**config.mk**
```make
export PLATFORM = sky130hd
export DESIGN_NAME = instruction_loader
export DESIGN_NICKNAME = d
export VERILOG_FILES = /design/src/rtl/pio_pkg.sv /design/src/rtl/instruction_loader.sv
export SDC_FILE = /design/constraint.sdc
export NUM_CORES = 1
export LEC_CHECK = 0
export BUFFER_PORTS_ARGS = -buffer_cell sky130_fd_sc_hd__buf_2
export CAP_MARGIN = 20
export CORE_UTILIZATION = 50
export DETAILED_ROUTE_END_ITERATION = 8
export PLACE_DENSITY = 0.77
export SYNTH_ARGS = -nofsm -noshare
export SYNTH_HDL_FRONTEND = slang
export SYNTH_SLANG_ARGS = --single-unit
```
**constraint.sdc**
```tcl
create_clock -name clk -period 2.65 [get_ports clk]
set_input_delay 0.53 -clock clk [delete_from_list [all_inputs] [get_ports clk]]
set_output_delay 0.53 -clock clk [all_outputs]
set_load 0.005 [all_outputs]
```
**src/rtl/pio_pkg.sv**
```systemverilog
// Shared definitions for the PIO instruction path: frame format constants,
// memory geometry and the loader FSM state type.
package pio_pkg;

  localparam int ADDR_W  = 5;
  localparam int INSTR_W = 16;
  localparam int MAX_LEN = 32;

  localparam logic       HDR_MARK = 1'b1;
  localparam logic [1:0] HDR_RSVD = 2'b00;

  typedef enum logic [2:0] {
    ST_IDLE    = 3'd0,
    ST_LEN     = 3'd1,
    ST_DATA_HI = 3'd2,
    ST_DATA_LO = 3'd3,
    ST_WRITE   = 3'd4,
    ST_DONE    = 3'd5
  } loader_state_t;

  function automatic logic hdr_ok(input logic [7:0] b);
    return (b[7] == HDR_MARK) && (b[6:5] == HDR_RSVD);
  endfunction

  function automatic logic len_ok(input logic [7:0] b);
    return (b != 8'd0) && (b <= 8'(MAX_LEN));
  endfunction

endpackage

```
**src/rtl/instruction_loader.sv**
```systemverilog
// Host byte-stream loader: parses HDR/LEN/data frames and issues 16-bit writes
// into the instruction regfile, holding load_active while a frame is in flight.
module instruction_loader
  import pio_pkg::*;
(
  input  logic               clk,
  input  logic               rst,
  input  logic [7:0]         s_data,
  input  logic               s_valid,
  output logic               s_ready,
  input  logic               abort,
  output logic [INSTR_W-1:0] write_data,
  output logic [ADDR_W-1:0]  write_addr,
  output logic               write_en,
  output logic               load_active,
  output logic               done,
  output logic               error
);

  loader_state_t      state_r;
  loader_state_t      state_nxt_s;
  logic [ADDR_W-1:0]  cur_addr_r;
  logic [5:0]         remaining_r;
  logic [7:0]         hi_r;
  logic [INSTR_W-1:0] write_data_r;
  logic [ADDR_W-1:0]  write_addr_r;
  logic               load_active_r;
  logic               error_r;
  logic               abort_s;
  logic               ready_s;
  logic               xfer_s;

  // abort only matters once a frame has started; it also blocks the handshake
  assign abort_s = abort && (state_r != ST_IDLE);
  assign xfer_s  = s_valid && ready_s;

  // Byte acceptance per state
  always_comb begin
    ready_s = 1'b0;
    case (state_r)
      ST_IDLE, ST_LEN, ST_DATA_HI, ST_DATA_LO: ready_s = !abort_s;
      default:                                 ready_s = 1'b0;
    endcase
  end

  // Next-state decode; abort outranks everything outside IDLE
  always_comb begin
    state_nxt_s = state_r;
    if (abort_s) begin
      state_nxt_s = ST_IDLE;
    end else begin
      case (state_r)
        ST_IDLE: begin
          if (xfer_s && hdr_ok(s_data)) state_nxt_s = ST_LEN;
          else                          state_nxt_s = ST_IDLE;
        end
        ST_LEN: begin
          if (xfer_s) state_nxt_s = len_ok(s_data) ? ST_DATA_HI : ST_IDLE;
          else        state_nxt_s = ST_LEN;
        end
        ST_DATA_HI: begin
          if (xfer_s) state_nxt_s = ST_DATA_LO;
          else        state_nxt_s = ST_DATA_HI;
        end
        ST_DATA_LO: begin
          if (xfer_s) state_nxt_s = ST_WRITE;
          else        state_nxt_s = ST_DATA_LO;
        end
        ST_WRITE: state_nxt_s = (remaining_r == 6'd1) ? ST_DONE : ST_DATA_HI;
        ST_DONE:  state_nxt_s = ST_IDLE;
        default:  state_nxt_s = ST_IDLE;
      endcase
    end
  end

  // State, counters, byte capture and status registers
  always_ff @(posedge clk or posedge rst) begin
    if (rst) begin
      state_r       <= ST_IDLE;
      cur_addr_r    <= '0;
      remaining_r   <= 6'd0;
      hi_r          <= 8'd0;
      write_data_r  <= '0;
      write_addr_r  <= '0;
      load_active_r <= 1'b0;
      error_r       <= 1'b0;
    end else begin
      state_r       <= state_nxt_s;
      load_active_r <= (state_nxt_s != ST_IDLE);
      error_r       <= xfer_s && (((state_r == ST_IDLE) && !hdr_ok(s_data)) ||
                                  ((state_r == ST_LEN)  && !len_ok(s_data)));
      case (state_r)
        ST_IDLE: begin
          if (xfer_s && hdr_ok(s_data)) cur_addr_r <= s_data[ADDR_W-1:0];
        end
        ST_LEN: begin
          if (xfer_s) remaining_r <= s_data[5:0];
        end
        ST_DATA_HI: begin
          if (xfer_s) hi_r <= s_data;
        end
        ST_DATA_LO: begin
          if (xfer_s) begin
            write_data_r <= {hi_r, s_data};
            write_addr_r <= cur_addr_r;
          end
        end
        ST_WRITE: begin
          if (!abort_s) begin
            cur_addr_r  <= cur_addr_r + ADDR_W'(1);
            remaining_r <= remaining_r - 6'd1;
          end
        end
        default: ;
      endcase
    end
  end

  assign s_ready     = ready_s;
  assign write_data  = write_data_r;
  assign write_addr  = write_addr_r;
  assign write_en    = (state_r == ST_WRITE) && !abort_s;
  assign done        = (state_r == ST_DONE) && !abort_s;
  assign load_active = load_active_r;
  assign error       = error_r;

endmodule
```
==> results.md, run 1 <==
- Overall routing resource usage: 19.6%
- Met1 wire length: 2.06 mm
- # hold bufs at CTS: 0
- Synth Area per Inst: 11.5 sq um
- DP Area: 2390 sq um
- Core ar.: 4090 sq um
- Area grow syn2layout: 13.7%
- Power Total: 1.79 mW
- Synthesis-stage register bit count: 45
- Final GP Congestion: 0.795
- Die W: 68.1 um
- Status: complete, no violations
- Mapped Nets: 204
- Skew final: 11.1 ps
- Crit start category: register
- Root buffer cell: clkbuf_8
- Max Cap Viol: 0
- Async set-or-reset flop fraction in the synthesized netlist: 100%
- Worst hold path class: input pin to asynchronous set/reset pin
- Grt total ovfl: 0
- Vias/cell: 5.57
- Largest cells by area after synthesis: dfrtp_1 52%, mux2_2 13%, a21oi_1 2.8%, mux2_1 2.6%, nor2_1 2.6%
- Largest incremental delay on the critical path: 550 ps
- Synth top cells by count: 45 x dfrtp_1, 25 x mux2_2, 15 x nor2_1
- Clock Pin Slew Worst Setup and Hold Paths: 90 ps
- Reg area: 1130 sq um
- Synth warn: 0
- Initial antenna violation count: 0
- Largest net degree at the start of global routing: 46
- Clock sinks: 45
- # resized after CTS: 0
- Rows: 23
- Ratio of final minimum period to clock period: 88.2%
- Share of the synthesized area in the top cell type: 51.6%
- Initial Utilization: 53.4%
- Vias: 1542
- WL final: 4.15 mm
- Area of the multi-input gates: 987 sq um
- ANT nets after route: 0
- Vias in the first global route: 1429
- Buffers & Inverters on Critical Path: 1
- Peak VDD IR: 0.451 mV
- Number of diodes: 0
- CTS tree: done
- Crit path time final: 2340 ps
- Filler cells: 325
- Slew Viols, Final: 0
- Met2 wire length: 1.92 mm
- WP data arrival: 1810 ps
- Crit path max fanout: 14
- Drt wl/cell: 15.0 um
- Top sig layer: met4
- P_leak: 1.24 nW
- Crit path required time: 2120 ps
- Critical path class: register to output pin
- Worst-Skew Late Latency: 300 ps
- Ys flop type: dfrtp_1
- Die Area: 4630 sq um
- Final #Nets: 241
- 1st-iter DRT viols: 113
- First-pass GRT wire length: 6.62 mm
- # setup viols final: 0
- Cell family with most CP delay: flip-flops
- Drt first pass iters: 4
- Postcts setup bufs: 0
- Worst relative slew slack: 58.2%
- Netlist cell types: 48
- Fin. Hold Viols: 0
- Number of port buffers: 37
- Crit end category: output pin
- Measured slew at the worst slew-check pin: 624 ps
- Share of cells above drive strength 1: 34.8%
- Drt drc: 0
- Critical path's slowest cell: dfrtp_1
- Yosys top cell by area: dfrtp_1
- HPWL after DPL: 2.92 mm
- Clk buf depth: 2
- Max Fclk: 0.428 GHz
- Post-synth EDFFs: 0
- Sequential area share after synthesis: 51.6%
- Unrepaired setup endpoints after global routing: false
- Synthesized area: 2180 sq um
- Crit-path cells: nand2b_1 > a211o_1 > nor2_1 > buf_2
- Die height: 68.1 um
- H-tree levels: 2
- Post-Synthesis Cells: 189
- Final Instance Area: 2480 sq um
- Setup TNS: 0 ps
- Ports: 38
- Most common cell in the netlist: dfrtp_1
- PD cells: 723 nW/um^2
- Routed met3 length: 144 um
- CTS buffer count: 5
worst paths after layout:
path,from,endpoint,slack (ps),cells after the start
max reg2reg,state_r[2]$_DFF_PP0_,cur_addr_r[2]$_DFFE_PP0P_,780,4
max,state_r[0]$_DFF_PP0_,write_en,310,4
min in group clk,hi_r[7]$_DFFE_PP0P_,hi_r[7]$_DFFE_PP0P_,490,1
max in group asynchronous,rst,cur_addr_r[2]$_DFFE_PP0P_,1900,3
min,rst,load_active$_DFF_PP0_,360,3
min reg2reg,hi_r[7]$_DFFE_PP0P_,hi_r[7]$_DFFE_PP0P_,490,1
state kept, by name (all words and copies together), names as in the netlist:
signal,count
load_active,1
error,1
remaining_r,6
hi_r,8
write_data,16
state_r,3
write_addr,5
cur_addr_r,5
cells in the final DEF, fill, tap and decap left out, types with 4 or more instances in the layout:
cell type  Yosys  layout
dfrtp_1       45      45
buf_2          4      37
mux2_2        25      25
nor2_1        15      15
a21oi_1       12      12
nand2_1        9       9
nand3_1        5       5
mux2_1         5       5
o21ai_0        5       5
clkbuf_8       0       5
a31oi_1        4       4
o22a_1         4       4
through the flow:
stage | std cells | setup WS [ps] | hold slack (ps) | util [%]
4_1_cts | 277 | 299 | 373 | 60.7
2_1_floorplan | 189 | 839 | 454 | -
3_5_place_dp | 269 | 644 | 474 | 58.5
6_report | 277 | 313 | 357 | 60.7
5_1_grt | 277 | 195 | 404 | 60.7
3_3_place_gp | 269 | 647 | 468 | 58.5
where the power goes:
group / internal, mW / switching (mW)
Sequential: 0.846 / 0.135
Clock: 0.187 / 0.244
Combinational: 0.200 / 0.182
Total: 1.23 / 0.561
cell families after synthesis:
group / after synthesis / share of synthesized area [%]
and+or+nand+nor: 54 / 14.3
AOI/OAI and AO/OA: 43 / 13.3
DFF: 45 / 51.6
buffers and inverters: 13 / 3.15
adders and majority gates: 4 / 2.18
muxes: 30 / 15.5
area by class of cell:
| type | instances | share of cell area (%) |
|---|---|---|
| multi-input cells | 131 | 39.8 |
| flip-flops and latches | 45 | 45.4 |
| repair buffers | 39 | 8.07 |
| well taps | 50 | 2.52 |
| inverters | 4 | 0.605 |
| clock inverters | 3 | 0.857 |
| clock buffers | 5 | 2.77 |
routing by layer:
metal,global-route usage [%],vias up
li1,-,760
met1,28.1,753
met2,28.3,26
met3,6.50,3
met4,5.21,0
met5,0,-
worst register-to-register path, cell delays in order, from the launching register on:
cell and delay (ps):
dfrtp_1 630, nor3b_2 620, nor2_1 150, a31o_2 240, a2bb2oi_1 150
Power figures use the tool's default switching activity.
==> run 2, diff against run 1 <==
Settings changed: ABC_AREA from default to 1.
==> run 2 against run 1 <==
Area after synthesis increased by 1.5%; routed wire length decreased by 2.2%; largest cell class unchanged; utilization increased by 1.1 points; clock power increased by 15%; largest power group unchanged; critical endpoint unchanged; critical path type unchanged; sequential power increased by 13%; clock skew decreased by 1.4 ps; non-clock buffer count decreased by 1.
==> results.md, run 2 <==
- Rows: 23 (unchanged)
- Clk buf depth: 2 (unchanged)
- Fin. Hold Viols: 0 (unchanged)
- Critical path's slowest cell: dfrtp_1 (unchanged)
- CP Depth: 6 (was 4)
- Sequential area share after synthesis: 50.8% (was 51.6%)
- Vias in the first global route: 1531 (was 1429)
- Crit path required time: 2120 ps (about the same)
- Largest net degree at the start of global routing: 45 (was 46)
- Peak VDD IR: 0.371 mV (was 0.451 mV)
- Postcts setup bufs: 0 (unchanged)
- Crit start category: register (unchanged)
- Filler cells: 383 (was 325)
- Share of the synthesized area in the top cell type: 50.8% (was 51.6%)
- Share of cells above drive strength 1: 25.2% (was 34.8%)
- Root buffer cell: clkbuf_8 (unchanged)
- Final #Nets: 309 (was 241)
- Measured slew at the worst slew-check pin: 552 ps (was 624 ps)
- # hold bufs at CTS: 0 (unchanged)
- Number of diodes: 0 (unchanged)
- # resized after CTS: 0 (unchanged)
- Most frequent cells in the layout: 68 x nand2_1, 45 x dfrtp_1, 37 x buf_2 (was 45 x dfrtp_1, 37 x buf_2, 25 x mux2_2)
- Clock Pin Slew Worst Setup and Hold Paths: 90 ps (about the same)
- Flop2flop setup slack: 1050 ps (was 780 ps)
- Worst relative slew slack: 63.2% (was 58.2%)
- First-pass GRT wire length: 6.70 mm (was 6.62 mm)
- Xor-xnor portion of the synthesized cell area: 1.58% (was 0%)
- Worst hold path class: input pin to asynchronous set/reset pin (unchanged)
- Setup TNS: 0 ps (unchanged)
- Clock sinks: 45 (unchanged)
- P_leak: 1.42 nW (was 1.24 nW)
- Worst R2R Path Depth: 9 (was 4)
- Die W: 68.6 um (was 68.1 um)
- Number of port buffers: 37 (unchanged)
- Most common cell after layout, fill and taps aside: nand2_1 (was dfrtp_1)
- Crit-path cells: inv_1 > nand2_2 > nor2_4 > nand2_1 > inv_1 > buf_2 (was nand2b_1 > a211o_1 > nor2_1 > buf_2)
- Synth top cells by count: 68 x nand2_1, 45 x dfrtp_1, 32 x inv_1 (was 45 x dfrtp_1, 25 x mux2_2, 15 x nor2_1)
- WP data arrival: 1380 ps (was 1810 ps)
- Drt drc: 0 (unchanged)
- Overall routing resource usage: 19.6% (about the same)
- ANT nets after route: 0 (unchanged)
- Simple-gate share of the synthesized area: 20.2% (was 14.3%)
- Slew Viols, Final: 0 (unchanged)
- Ys flop type: dfrtp_1 (unchanged)
- Worst-Skew Late Latency: 290 ps (was 300 ps)
- 1st-iter DRT viols: 132 (was 113)
- # setup viols final: 0 (unchanged)
- Power Total: 2.54 mW (was 1.79 mW)
- Core ar.: 4120 sq um (was 4090 sq um)
- PD cells: 997 nW/um^2 (was 723 nW/um^2)
- Final GP Congestion: 0.871 (was 0.795)
- Netlist cell types: 29 (was 48)
- Final Instance Area: 2540 sq um (was 2480 sq um)
- Critical path launch point: state_r[0]$_DFF_PP0_ (unchanged)
- Critical path class: register to output pin (unchanged)
- CTS tree: done (unchanged)
- Most common cell in the netlist: nand2_1 (was dfrtp_1)
- Die Area: 4700 sq um (was 4630 sq um)
- Async set-or-reset flop fraction in the synthesized netlist: 100% (unchanged)
- Crit end category: output pin (unchanged)
- Synthesis-stage register bit count: 45 (unchanged)
- Synth Area in Compound Gates: 13.0% (was 13.3%)
- Drt wl/cell: 11.8 um (was 15.0 um)
- WL final: 4.05 mm (was 4.15 mm)
- Synth Area per Inst: 8.72 sq um (was 11.5 sq um)
- Post-Synthesis Cells: 254 (was 189)
- Crit path capture: write_en (unchanged)
- Skew final: 9.68 ps (was 11.1 ps)
- Area grow syn2layout: 14.7% (was 13.7%)
- Crit path time final: 1910 ps (was 2340 ps)
- Largest incremental delay on the critical path: 430 ps (was 550 ps)
- Largest register FFs: 16 (unchanged)
- Cell family with most CP delay: flip-flops (unchanged)
- Grt total ovfl: 0 (unchanged)
- CTS buffer count: 5 (unchanged)
- Adder-cell share of the synthesized area: 1.69% (was 2.18%)
- Vias: 1725 (was 1542)
- Post-synth EDFFs: 0 (unchanged)
- Synth warn: 0 (unchanged)
- Largest cells by area after synthesis: dfrtp_1 51%, nand2_1 12%, o21ai_0 5.9%, inv_1 5.4%, o21ai_2 4.0% (was dfrtp_1 52%, mux2_2 13%, a21oi_1 2.8%, mux2_1 2.6%, nor2_1 2.6%)
- Synthesized area: 2220 sq um (was 2180 sq um)
- Max Cap Viol: 0 (unchanged)
- Status: complete, no violations (unchanged)
- Most common cell on crit path: inv_1
- FF-to-FF End: load_active$_DFF_PP0_ (was cur_addr_r[2]$_DFFE_PP0P_)
- Die height: 68.6 um (was 68.1 um)
- Largest family of logic cells by synthesized area: simple AND/OR/NAND/NOR gates (was multiplexers)
- Unrepaired setup endpoints after global routing: false (unchanged)
- Drt first pass iters: 4 (unchanged)
- Ports: 38 (unchanged)
- Initial Utilization: 53.8% (was 53.4%)
- Reg-to-reg critical path startpoint: state_r[0]$_DFF_PP0_ (was state_r[2]$_DFF_PP0_)
- Initial antenna violation count: 0 (unchanged)
- Max Fclk: 0.524 GHz (was 0.428 GHz)
- DP Area: 2440 sq um (was 2390 sq um)
- H-tree levels: 2 (unchanged)
- Mapped Nets: 269 (was 204)
- Mux share of post-synthesis cell area: 5.42% (was 15.5%)
- Vias/cell: 5.01 (was 5.57)
- HPWL after DPL: 2.94 mm (was 2.92 mm)
- Crit path max fanout: 8 (was 14)
- Yosys top cell by area: dfrtp_1 (unchanged)
- Ratio of final minimum period to clock period: 72.0% (was 88.2%)
- Buffers & Inverters on Critical Path: 3 (was 1)
==> run 2: per-stage QoR <==
step           utilization, %  instances  worst slack, ps  hold WS [ps]
3_3_place_gp             59.3        337              906           367
3_5_place_dp             59.3        337              882           371
6_report                 61.8        344              742          62.8
2_1_floorplan               -        254             1060           451
4_1_cts                  61.8        344              714          52.8
5_1_grt                  61.8        344              610          64.3
==> run 2: worst min path at each step <==
stage	startpoint	end	slack, ps	cells after the start
CTS	rst	write_data[8]$_DFFE_PP0N_	50	2
detailed placement	rst	write_data[8]$_DFFE_PP0N_	370	2
floorplan	hi_r[5]$_DFFE_PP0P_	hi_r[5]$_DFFE_PP0P_	450	2
global placement	rst	write_data[8]$_DFFE_PP0N_	370	2
global route	rst	write_data[8]$_DFFE_PP0N_	60	2
finish	rst	write_data[8]$_DFFE_PP0N_	60	2
==> run 2: area by class of cell <==
type	count	area [sq um]	area share (%)
clock buffer	5	68.8	2.71
inverter	34	128	5.02
clock inverter	2	35.0	1.38
sequential	45	1130	44.3
multi-input combinational	170	930	36.6
timing repair buffer	38	193	7.58
tap	50	62.6	2.46
==> run 2: cell families after synthesis <==
kind of cell    after synthesis
flops                        45
mux                           9
compound gates               48
xor+xnor                      4
simple gates                106
buf+inv                      39
fa+ha+maj                     3
==> run 2: metal layers <==
| layer | track usage [%] | part of all wire, % | vias up |
|---|---|---|---|
| met1 | 25.6 | 49 | 786 |
| met5 | 0 | 0 | - |
| met3 | 3.45 | 4.5 | 5 |
| met4 | 8.85 | 1.5 | 0 |
| met2 | 31.7 | 45 | 40 |
| li1 | - | - | 894 |
==> run 2: power by group <==
group	leakage (nW)	switching, mW	internal [mW]	total, mW
logic	0.773	0.526	0.403	0.929
clock network	0.0540	0.223	0.274	0.497
registers	0.590	0.160	0.949	1.11
==> run 3, diff against run 2 <==
Clock period 2.65 ns to 1.9 ns, I/O delays scaled along.
==> run 3 against run 2 <==
Design area rose by 1.2%; combinational power grew 40%; non-clock buffer count is 2 higher; die area did not move; hold slack improved by 29 ps; critical path depth unchanged; final cell count grew 0.87%; largest cell class unchanged; largest power group unchanged; highest routed layer unchanged.
==> results.md, run 3 (synthesis results as in run 2) <==
- Die W: 68.6 um (unchanged)
- Max Cap Viol: 0 (unchanged)
- Initial Utilization: 53.8% (unchanged)
- Fin. Hold Viols: 0 (unchanged)
- Worst relative slew slack: 75.7% (was 63.2%)
- Critical path class: register to output pin (unchanged)
- Grt total ovfl: 0 (unchanged)
- H-tree levels: 2 (unchanged)
- Root buffer cell: clkbuf_8 (unchanged)
- # hold bufs at CTS: 0 (unchanged)
- Number of diodes: 0 (unchanged)
- # resized after CTS: 0 (unchanged)
- Filler cells: 360 (was 383)
- Slew Viols, Final: 0 (unchanged)
- Clk buf depth: 2 (unchanged)
- Ratio of final minimum period to clock period: 92.4%
- Die height: 68.6 um (unchanged)
- Area grow syn2layout: 16.1% (was 14.7%)
- Skew final: 4.36 ps (was 9.68 ps)
- Crit path time final: 1750 ps
- CTS buffer count: 5 (unchanged)
- Peak VDD IR: 0.555 mV (was 0.371 mV)
- Worst hold path class: input pin to asynchronous set/reset pin (unchanged)
- Clock Pin Slew Worst Setup and Hold Paths: 80 ps (was 90 ps)
- Final GP Congestion: 0.869 (was 0.871)
- Final #Nets: 311 (was 309)
- Drt drc: 0 (unchanged)
- Initial antenna violation count: 0 (unchanged)
- Clock sinks: 45 (unchanged)
- ANT nets after route: 0 (unchanged)
- Drt first pass iters: 4 (unchanged)
- Flop2flop setup slack: 350 ps (was 1050 ps)
- First-pass GRT wire length: 6.91 mm (was 6.70 mm)
- Max Fclk: 0.570 GHz
- FF-to-FF End: load_active$_DFF_PP0_ (unchanged)
- Unrepaired setup endpoints after global routing: false (unchanged)
- Overall routing resource usage: 20.0% (was 19.6%)
- Number of port buffers: 37 (unchanged)
- Largest net degree at the start of global routing: 35 (was 45)
- Measured slew at the worst slew-check pin: 365 ps (was 552 ps)
- CTS tree: done (unchanged)
- Share of cells above drive strength 1: 25.9% (was 25.2%)
- Reg-to-reg critical path startpoint: state_r[1]$_DFF_PP0_ (was state_r[0]$_DFF_PP0_)
- Critical path launch point: state_r[1]$_DFF_PP0_ (was state_r[0]$_DFF_PP0_)
- Most common cell after layout, fill and taps aside: nand2_1 (unchanged)
- HPWL after DPL: 3.04 mm (was 2.94 mm)
- P_leak: 1.43 nW (was 1.42 nW)
- Worst R2R Path Depth: 9 (unchanged)
- Status: complete, no violations (unchanged)
- Final Instance Area: 2570 sq um (was 2540 sq um)
- PD cells: 1400 nW/um^2 (was 997 nW/um^2)
- Vias in the first global route: 1584 (was 1531)
- # setup viols final: 0 (unchanged)
- Crit path required time: 1520 ps (was 2120 ps)
- Die Area: 4700 sq um (unchanged)
- 1st-iter DRT viols: 111 (was 132)
- Switching pwr: 1.28 mW (was 909 uW)
- Ports: 38 (unchanged)
- Crit path max fanout: 8 (unchanged)
- Switching share of power: 35.5% (was 35.8%)
- Largest register FFs: 16 (unchanged)
- Core ar.: 4120 sq um (unchanged)
- Logic pwr share: 36.3% (was 36.6%)
- Flop pwr share: 43.0% (was 43.8%)
- Setup TNS: 0 ps (unchanged)
- WP data arrival: 1370 ps (was 1380 ps)
- Most frequent cells in the layout: 68 x nand2_1, 45 x dfrtp_1, 37 x buf_2 (unchanged)
- Rows: 23 (unchanged)
- Drt wl/cell: 11.7 um (was 11.8 um)
- Vias/cell: 4.99 (was 5.01)
- Crit start category: register (unchanged)
- Vias: 1730 (was 1725)
- Worst-Skew Late Latency: 290 ps (about the same)
- Postcts setup bufs: 0 (unchanged)
- WL final: 4.07 mm (was 4.05 mm)
- Clock Power Share: 20.8% (was 19.6%)
- Crit end category: output pin (unchanged)
- DP Area: 2450 sq um (was 2440 sq um)
- P_int: 2.32 mW (was 1.63 mW)
==> run 3: cell types whose count changed in the layout (fill, tap and decap cells not counted), sizes merged <==
cell,change
clkinvlp,+1
buf,+2
clkbuf,+1
clkinv,-1
==> run 3: layout make-up <==
type / instances / area (sq um) / share of cell area, %
Clock buffer: 6 / 82.6 / 3.21
Clock inverter: 2 / 37.5 / 1.46
Tap cell: 50 / 62.6 / 2.43
Multi-Input combinational cell: 170 / 930 / 36.1
Timing Repair Buffer: 40 / 208 / 8.07
Sequential cell: 45 / 1130 / 43.8
Inverter: 34 / 128 / 4.96
==> run 3: power by group through the flow <==
stage / Sequential [mW] / Clock (mW) / Combinational (mW)
finish: 1.54 / 0.747 / 1.30
floorplan: 1.54 / 0 / 0.949
detailed placement: 1.56 / 0 / 1.31
global route: 1.60 / 0.814 / 1.52
CTS: 1.55 / 0.772 / 1.32
global placement: 1.56 / 0 / 1.28
==> run 3: how the worst max path moves through the flow <==
stage	to	slack [ps]	cells past startpoint
after floorplan	cur_addr_r[0]$_DFFE_PP0P_	460	1
after global placement	write_data[14]$_DFFE_PP0N_	310	6
after detailed placement	write_addr[1]$_DFFE_PP0N_	290	6
after CTS	write_en	130	6
after global routing	write_en	40	6
final	write_en	150	6
==> run 3: routing by layer <==
metal	share of wire, %	track usage [%]	up-vias
met5	0	0	-
met4	1.3	6.77	0
met3	4.3	4.93	6
met2	46	31.7	35
met1	49	26.6	797
li1	-	-	892
==> run 3: metrics by stage <==
step	utilization [%]	setup WS [ps]	hold slack, ps	total power, mW	std cells
after detailed placement	59.6	290	422	2.87	339
after floorplan	-	461	451	2.49	254
after global routing	62.5	40.2	122	3.94	347
after global placement	59.6	313	417	2.83	339
final	62.5	145	91.8	3.59	347
after CTS	62.5	127	98.5	3.64	347
==> run 3: worst max-delay path, cell delays in order, from the launching register on <==
cell     delay (ps)
dfrtp_1         420
inv_1           110
nand2_2          80
nor2_4          170
nand2_1         120
inv_1            70
buf_2           100
